--- src/rtl/ifport_nest_rr_mux.sv ---
// NCH-channel valid/ready concatenator: round-robin grant into a DEPTH-entry
// FIFO, each output beat tagged with the channel it came from.

module ifport_nest_rr_lane #(
  parameter int DW = 8
) (
  input  logic          i_sel,
  input  logic          i_can_push,
  input  logic [DW-1:0] i_data,
  output logic          o_ready,
  output logic [DW-1:0] o_data
);
  assign o_ready = i_sel & i_can_push;
  // Zero when not selected so the top can OR all lanes into one bus.
  assign o_data  = i_sel ? i_data : '0;
endmodule

module ifport_nest_rr_mux #(
  parameter  int NCH   = 4,
  parameter  int DW    = 8,
  parameter  int DEPTH = 2,
  localparam int CW    = (NCH > 1) ? $clog2(NCH) : 1,
  localparam int AW    = $clog2(DEPTH),
  localparam int CNTW  = AW + 1
) (
  input  logic              clk,
  input  logic              rst_n,
  input  logic [NCH-1:0]    in_valid,
  output logic [NCH-1:0]    in_ready,
  input  logic [NCH*DW-1:0] in_data,
  output logic              out_valid,
  input  logic              out_ready,
  output logic [DW-1:0]     out_data,
  output logic [CW-1:0]     out_chan,
  output logic [CNTW-1:0]   count
);

  logic [CW-1:0]             r_ptr;
  logic [AW-1:0]             r_wr, r_rd;
  logic [CNTW-1:0]           r_count;
  logic [DEPTH-1:0][DW-1:0]  r_mem_d;
  logic [DEPTH-1:0][CW-1:0]  r_mem_c;
  logic [DW-1:0]             r_hold_d;
  logic [CW-1:0]             r_hold_c;

  logic                      w_gnt_vld;
  logic [CW-1:0]             w_gnt;
  logic [CW:0]               w_idx;
  logic [NCH-1:0]            w_vsh;
  logic [NCH-1:0]            w_sel;
  logic [NCH-1:0][DW-1:0]    w_lane_d;
  logic [DW-1:0]             w_push_d;
  logic [CW-1:0]             w_ptr_nxt;
  logic                      w_can_push, w_push, w_pop;

  // Rotating priority scan starting at r_ptr; first asserted valid wins.
  always_comb begin
    w_gnt_vld = 1'b0;
    w_gnt     = '0;
    w_idx     = '0;
    w_vsh     = '0;
    for (int k = 0; k < NCH; k++) begin
      w_idx = {1'b0, r_ptr} + (CW+1)'(k);
      if (w_idx >= (CW+1)'(NCH)) w_idx = w_idx - (CW+1)'(NCH);
      w_vsh = in_valid >> w_idx;
      if (!w_gnt_vld && w_vsh[0]) begin
        w_gnt_vld = 1'b1;
        w_gnt     = w_idx[CW-1:0];
      end
    end
  end

  assign out_valid  = (r_count != '0);
  assign w_pop      = out_valid & out_ready;
  assign w_can_push = (r_count < CNTW'(DEPTH)) | w_pop;

  for (genvar gi = 0; gi < NCH; gi++) begin : g_lane
    assign w_sel[gi] = w_gnt_vld && (w_gnt == CW'(gi));
    ifport_nest_rr_lane #(.DW(DW)) u_lane (
      .i_sel      (w_sel[gi]),
      .i_can_push (w_can_push),
      .i_data     (in_data[gi*DW +: DW]),
      .o_ready    (in_ready[gi]),
      .o_data     (w_lane_d[gi])
    );
  end

  always_comb begin
    w_push_d = '0;
    for (int i = 0; i < NCH; i++) w_push_d = w_push_d | w_lane_d[i];
  end

  assign w_push    = |(in_valid & in_ready);
  assign w_ptr_nxt = (w_gnt == CW'(NCH-1)) ? '0 : w_gnt + 1'b1;

  always_ff @(posedge clk or negedge rst_n) begin
    if (!rst_n) begin
      r_ptr    <= '0;
      r_wr     <= '0;
      r_rd     <= '0;
      r_count  <= '0;
      r_mem_d  <= '0;
      r_mem_c  <= '0;
      r_hold_d <= '0;
      r_hold_c <= '0;
    end else begin
      if (w_push) begin
        r_mem_d[r_wr] <= w_push_d;
        r_mem_c[r_wr] <= w_gnt;
        r_wr          <= r_wr + 1'b1;
        r_ptr         <= w_ptr_nxt;
      end
      // Keep the popped head so outputs hold their last value when empty.
      if (w_pop) begin
        r_rd     <= r_rd + 1'b1;
        r_hold_d <= r_mem_d[r_rd];
        r_hold_c <= r_mem_c[r_rd];
      end
      case ({w_push, w_pop})
        2'b10:   r_count <= r_count + 1'b1;
        2'b01:   r_count <= r_count - 1'b1;
        default: r_count <= r_count;
      endcase
    end
  end

  assign out_data = out_valid ? r_mem_d[r_rd] : r_hold_d;
  assign out_chan = out_valid ? r_mem_c[r_rd] : r_hold_c;
  assign count    = r_count;

endmodule

--- config.mk ---
export PLATFORM = sky130hd
export DESIGN_NAME = ifport_nest_rr_mux
export DESIGN_NICKNAME = d
export VERILOG_FILES = /design/src/rtl/ifport_nest_rr_mux.sv
export SDC_FILE = /design/constraint.sdc
export NUM_CORES = 1
export LEC_CHECK = 0
export CORE_UTILIZATION = 30
export CTS_CLUSTER_DIAMETER = 50
export DETAILED_ROUTE_END_ITERATION = 8
export HOLD_SLACK_MARGIN = 0.15
export RECOVER_POWER = 25
export SLEW_MARGIN = 5
export SYNTH_ARGS = -nofsm -noshare
export SYNTH_HDL_FRONTEND = slang
export SYNTH_HIERARCHICAL = 1
export SYNTH_SLANG_ARGS = --single-unit
export TNS_END_PERCENT = 1
--- constraint.sdc ---
create_clock -name clk -period 4.62 [get_ports clk]
set_clock_uncertainty 0.05 [all_clocks]
set_input_delay 1.386 -clock clk [delete_from_list [all_inputs] [get_ports clk]]
set_output_delay 1.386 -clock clk [all_outputs]
set_load 0.05 [all_outputs]
==> Yosys cells after proc, flatten, opt, wreduce, memory -nomap -nowiden <==
Index checks and enable logic that the tools add are counted.
{ "totals": {"ff_bits": 36, "wordCells": 94, "in_bits": 39, "out_inout_bits": 17} }
{ "op_classes": {"n_eq_ne": 5, "n_mux": 30, "addsub": 12, "n_reduce_logical": 15, "n_shift": 4, "bitwise": 10, "magnitude_cmp": 8} }
{ "op_table": {"columns": ["op", "n"], "rows": [
  ["8-bit 2-to-1 mux", 8],
  ["8-bit OR", 3],
  ["2-bit 2-to-1 mux", 9],
  ["16-bit bitwise mux", 1],
  ["4-bit by 3-bit right shift with 1-bit output", 4],
  ["3-bit 2-to-1 mux", 4],
  ["3-bit greater-or-equal comparator, second input constant", 3],
  ["3-bit subtractor, second input constant", 3],
  ["8-bit demux with 1-bit select", 1],
  ["1-bit logical AND", 8],
  ["2-bit by 2-bit adder with 3-bit output, second input constant", 2],
  ["2-bit == test, second input constant", 3],
  ["1-bit bitwise AND", 5],
  ["2-bit by 1-bit adder with 2-bit output, second input constant", 2],
  ["4-bit bitwise AND", 1],
  ["4-bit bitwise mux", 1],
  ["2-bit by 1-bit == test with 1-bit output, second input constant", 2],
  ["1-bit by 2-bit less-than comparator with 1-bit output, second input constant", 2],
  ["1-bit 2-to-1 mux", 4],
  ["2-bit case mux with 2 select lines", 1],
  ["2-bit nonzero test", 2],
  ["4-bit OR reduction", 1],
  ["2-bit by 1-bit adder with 3-bit output, second input constant", 1],
  ["2-bit by 3-bit greater-or-equal comparator with 1-bit output, second input constant", 1],
  ["9 further kinds", 12]
]} }

==> Logic depth before layout (Yosys ltp) <==
{ "depth": {"depth_word": 20, "ltp_mapped": 14, "ltp_nobuf": 12} }

==> Modules after synthesis <==
The synthesis kept the hierarchy.
{ "modules_own_cells": {"columns": ["module", "area_per_inst_um2", "cells_per_inst", "instances", "seq_area_each_um2"], "rows": [
  ["ifport_nest_rr_mux", 1919.3, 174, 1, 900.9],
  ["ifport_nest_rr_lane", 56.3, 9, 4, 0.0]
]} }

==> Worst setup path after synthesis <==
OpenSTA, ideal clock, no wires.
{ "synth_path": {"path_type": "input port to output port", "startpoint": "input port in_valid[3]", "endpoint": "output port in_ready[0]", "path_buffers": 1, "arrival_ps": 3120, "setup_slack_ps": 64, "t_required_ps": 3184, "cell_stages": 7, "path_cell_list": "buf_2 -> mux2_2 -> o21ai_0 -> or2_2 -> ha_1 -> nor2b_1 -> and2_1"} }
{ "synth_via": {"elab_chain_len": 14, "elab_cells_between_ends": 21, "cone_classes": "shift (4); mux (8); bitwise (1); reduce/logical (8)"} }
{ "synth_rtl": {"columns": ["item", "line_no", "text"], "rows": [
  ["from (decl)", "28", "input logic [NCH-1:0] in_valid,"],
  ["4-bit by 3-bit right shift with 1-bit output", "65", "w_vsh = in_valid >> w_idx;"],
  ["1-bit 2-to-1 mux", "66", "if (!w_gnt_vld && w_vsh[0]) begin"],
  ["1-bit logical NOT", "66", null],
  ["1-bit logical AND", "66", null],
  ["1-bit 2-to-1 mux", "66", null],
  ["1-bit logical NOT", "66", null],
  ["1-bit logical AND", "66", null],
  ["1-bit 2-to-1 mux", "66", null],
  ["1-bit logical NOT", "66", null],
  ["1-bit logical AND", "66", null],
  ["2-bit 2-to-1 mux", "66", null],
  ["2-bit logical NOT", "78", "assign w_sel[gi] = w_gnt_vld && (w_gnt == CW'(gi));"],
  ["1-bit logical AND (*)", "78", null],
  ["via w_sel[0]", "50", "logic [NCH-1:0] w_sel;"],
  ["1-bit bitwise AND (*)", "13", "assign o_ready = i_sel & i_can_push;"],
  ["to (decl)", "29", "output logic [NCH-1:0] in_ready,"]
]} }
The timed path passes the listed nets; every way through them passes the cells marked *.

==> Worst setup path after layout <==
{ "layout_path": {"startpoint": "input port in_valid[1]", "endpoint": "output port in_ready[0]"} }
The elaborated chain is that of the path after synthesis.

==> results.cfg <==
[pwr]
power_frac_comb = 0.631
p_int_uw = 1280
seq_power_share = 0.254
power.leakage_uw = 0.00140
switching_power_uw = 1060
power.density_mw_per_mm2 = 751
netSwitchingFraction = 0.453
p_clk_frac = 0.115
peakVddDrop_uv = 262

[global_routing]
grt_usage = 0.138
grt_pass1_wl_um = 7970
antenna_found_initial = 0
grt_max_degree = 37
grt_pass1_vias = 1638
grt_overflow = 0

[die]
fp.dieH_um = 86.6
die_x_um = 86.6
num_rows = 30
io_pins = 56
die-area_mm2 = 0.00749
core_mm2 = 0.00683
start_util = 0.314

[job]
maxCapViolations = 1

[critical_path]
end_kind = primary output
slowest_stage = clkdlybuf4s50_1
worstPathCellList = clkdlybuf4s50_1 -> a21boi_2 -> or3_4 -> ha_1 -> nor2b_1 -> and2_1 -> buf_12
cp_data_required_time_ps = 3180
critPathLaunchType = input pin
worst_path_largest_cell_delay_ps = 470
critical_path_class = in2out
crit_fanout = 4
cp_top_family = simple AND/OR/NAND/NOR gates
crit_buf_inv = 2
worst_ep_arrival_time_ps = 3070

[synth]
synth.avg_cell_area_um2 = 10.2
yosysSeqAreaShare = 0.420
synth_cells = 210
yosysWarnings = 6
synthArstFlopShare = 1.00
synth_edf_count = 0
synth.ff_latch_count = 36
ys.flop_type = dfrtp_1
synth.distinct_cells = 34
netlist_area_mm2 = 0.00214
synth_nets = 254

[cts]
htree_levels = 2
cts_hold_buf = 0
clock_path_buffers = 2
cts_num_sinks = 36
post_cts_buffers = 0
clkLatencyLatePin_ps = 280
clk_pin_slew_ps = 70
cts-root-buf = clkbuf_8
cts_tree = yes
cts_buffers = 5

[status]
violations = capacitance limit, slew limit
status = finished, violations left

[finish]
final_common_cell = clkdlybuf4s50_1
final_cell_mix = clkdlybuf4s50_1 (47), dfrtp_1 (36), and2_1 (36)
finalCoreUtilization = 0.457
fin_area_mm2 = 0.00312
finalNetCount = 333
diodes = 0
drive_above_1_share = 0.221
synthToLayoutAreaGrowth_pct = 45.5

[route]
detail_route.wl_per_cell_um = 12.3
post-route-drc-count = 0
viasPerCell = 4.43
drt_wl_total_um = 4750
initialDrtViolationCount = 55
drt_first_pass_iters = 4
ant_nets = 0
dr_total_vias = 1710

[place]
placed_cell_area_mm2 = 0.00300
dp_hpwl_um = 3630
port_buffers = 55
gp_congestion = 0.820

[sta]
fin_tns_setup_ps = 0
worstMarginPinSlew_ps = 1900
finalMaxSlewViolations = 37
maxSlewHeadroom = -0.270
setup_viol = 0
rsz0062_at_grt = no
hold_viol = 0
max_freq_mhz = 222
fin_crit_sh = 0.976
min_period_ps = 4510

[worst_hold_path]
hp-class = reg2reg
worst register-to-register path, stage by stage, from the launching register on:
cell,delay (ps)
dfrtp_1,510
mux2_2,390
o21ai_1,220
nor2_1,110
ha_1,200
nor2b_1,130
and2_1,170
buf_4,150
a22oi_4,270
and2_4,220
ha_1,250
nor2_1,140
xor2_1,140
repair_timing:
item                                    CTS  global route
endpoints found under the hold margin     0             0
pin swaps                                 1             1
endpoints found under the setup margin    4             4
gates resized for setup                   3             7
cell usage after synthesis (3+ instances only):
master	n	area, um2
mux2i_1	10	100
clkbuf_1	3	11.3
nor2b_1	4	25.0
xnor2_1	4	35.0
nand2b_1	3	18.8
mux2_2	17	191
dfrtp_1	36	901
a21oi_1	11	55.1
nor2_1	12	45.0
or4_1	8	60.1
and2_1	36	225
o21ai_0	13	65.1
inv_1	7	26.3
o32ai_1	4	35.0
buf_2	3	15.0
ha_1	5	62.6
nand2_1	10	37.5
stage by stage:
stage | cells | total power [uW] | hold slack [ps] | worst slack (ps)
after CTS | 386 | 2360 | 438 | 14.8
after global placement | 378 | 2060 | 412 | -66.2
after floorplan | 210 | 1580 | 401 | 63.8
after detailed placement | 378 | 2080 | 422 | -140
after global routing | 386 | 2500 | 458 | 22.1
final | 386 | 2340 | 434 | 111
power groups by stage:
stage | sequential, uW | combinational (uW) | clock (uW)
6_report | 595 | 1480 | 269
5_1_grt | 618 | 1590 | 288
4_1_cts | 594 | 1490 | 279
3_5_place_dp | 600 | 1480 | 0
3_3_place_gp | 592 | 1470 | 0
2_1_floorplan | 583 | 999 | 0
registers in the layout, summed over array words and instances, names as in the netlist:
| name | cells |
|---|---|
| r_mem_d | 16 |
| r_hold_d | 8 |
| r_mem_c | 4 |
| count | 2 |
| r_hold_c | 2 |
| r_ptr | 2 |
| r_rd | 1 |
| r_wr | 1 |
cells by family (layout without fill, tap and decap cells):
group                      Yosys count  in the layout  share of synthesized area
AOI/OAI and AO/OA                   38             38                      0.130
xor gates and xnor gates             5              5                     0.0204
adders and majority gates            5              5                     0.0292
buffers and inverters               14             94                     0.0298
DFF                                 36             36                      0.420
muxes                               28             28                      0.143
and+or+nand+nor                     84             84                      0.228
final timing paths:
check,end,slack [ps],startpoint,cells after the start
min reg2reg,r_hold_d[0],430,r_hold_d[0],2
max,in_ready[0],110,in_valid[1],7
min,r_hold_d[0],430,r_hold_d[0],2
min in group asynchronous,count[0],2110,rst_n,2
max reg2reg,count[1],1600,r_ptr[1],12
max in group asynchronous,r_mem_d[14],1320,rst_n,2
cell type report:
type,instances,area [um2]
fill,694,3710
multi-input combinational,160,1200
sequential,36,901
timing repair buffer,79,767
tap,96,120
clock buffer,6,72.6
clock inverter,2,35.0
inverter,7,26.3
routing by layer:
| metal | vias up | track usage | wire length, um |
|---|---|---|---|
| met5 | - | 0 | 0 |
| met4 | 0 | 0.0455 | 73 |
| met3 | 6 | 0.0371 | 297 |
| met2 | 58 | 0.188 | 1750 |
| met1 | 757 | 0.209 | 2620 |
| li1 | 889 | - | - |
Power figures use the tool's default switching activity.
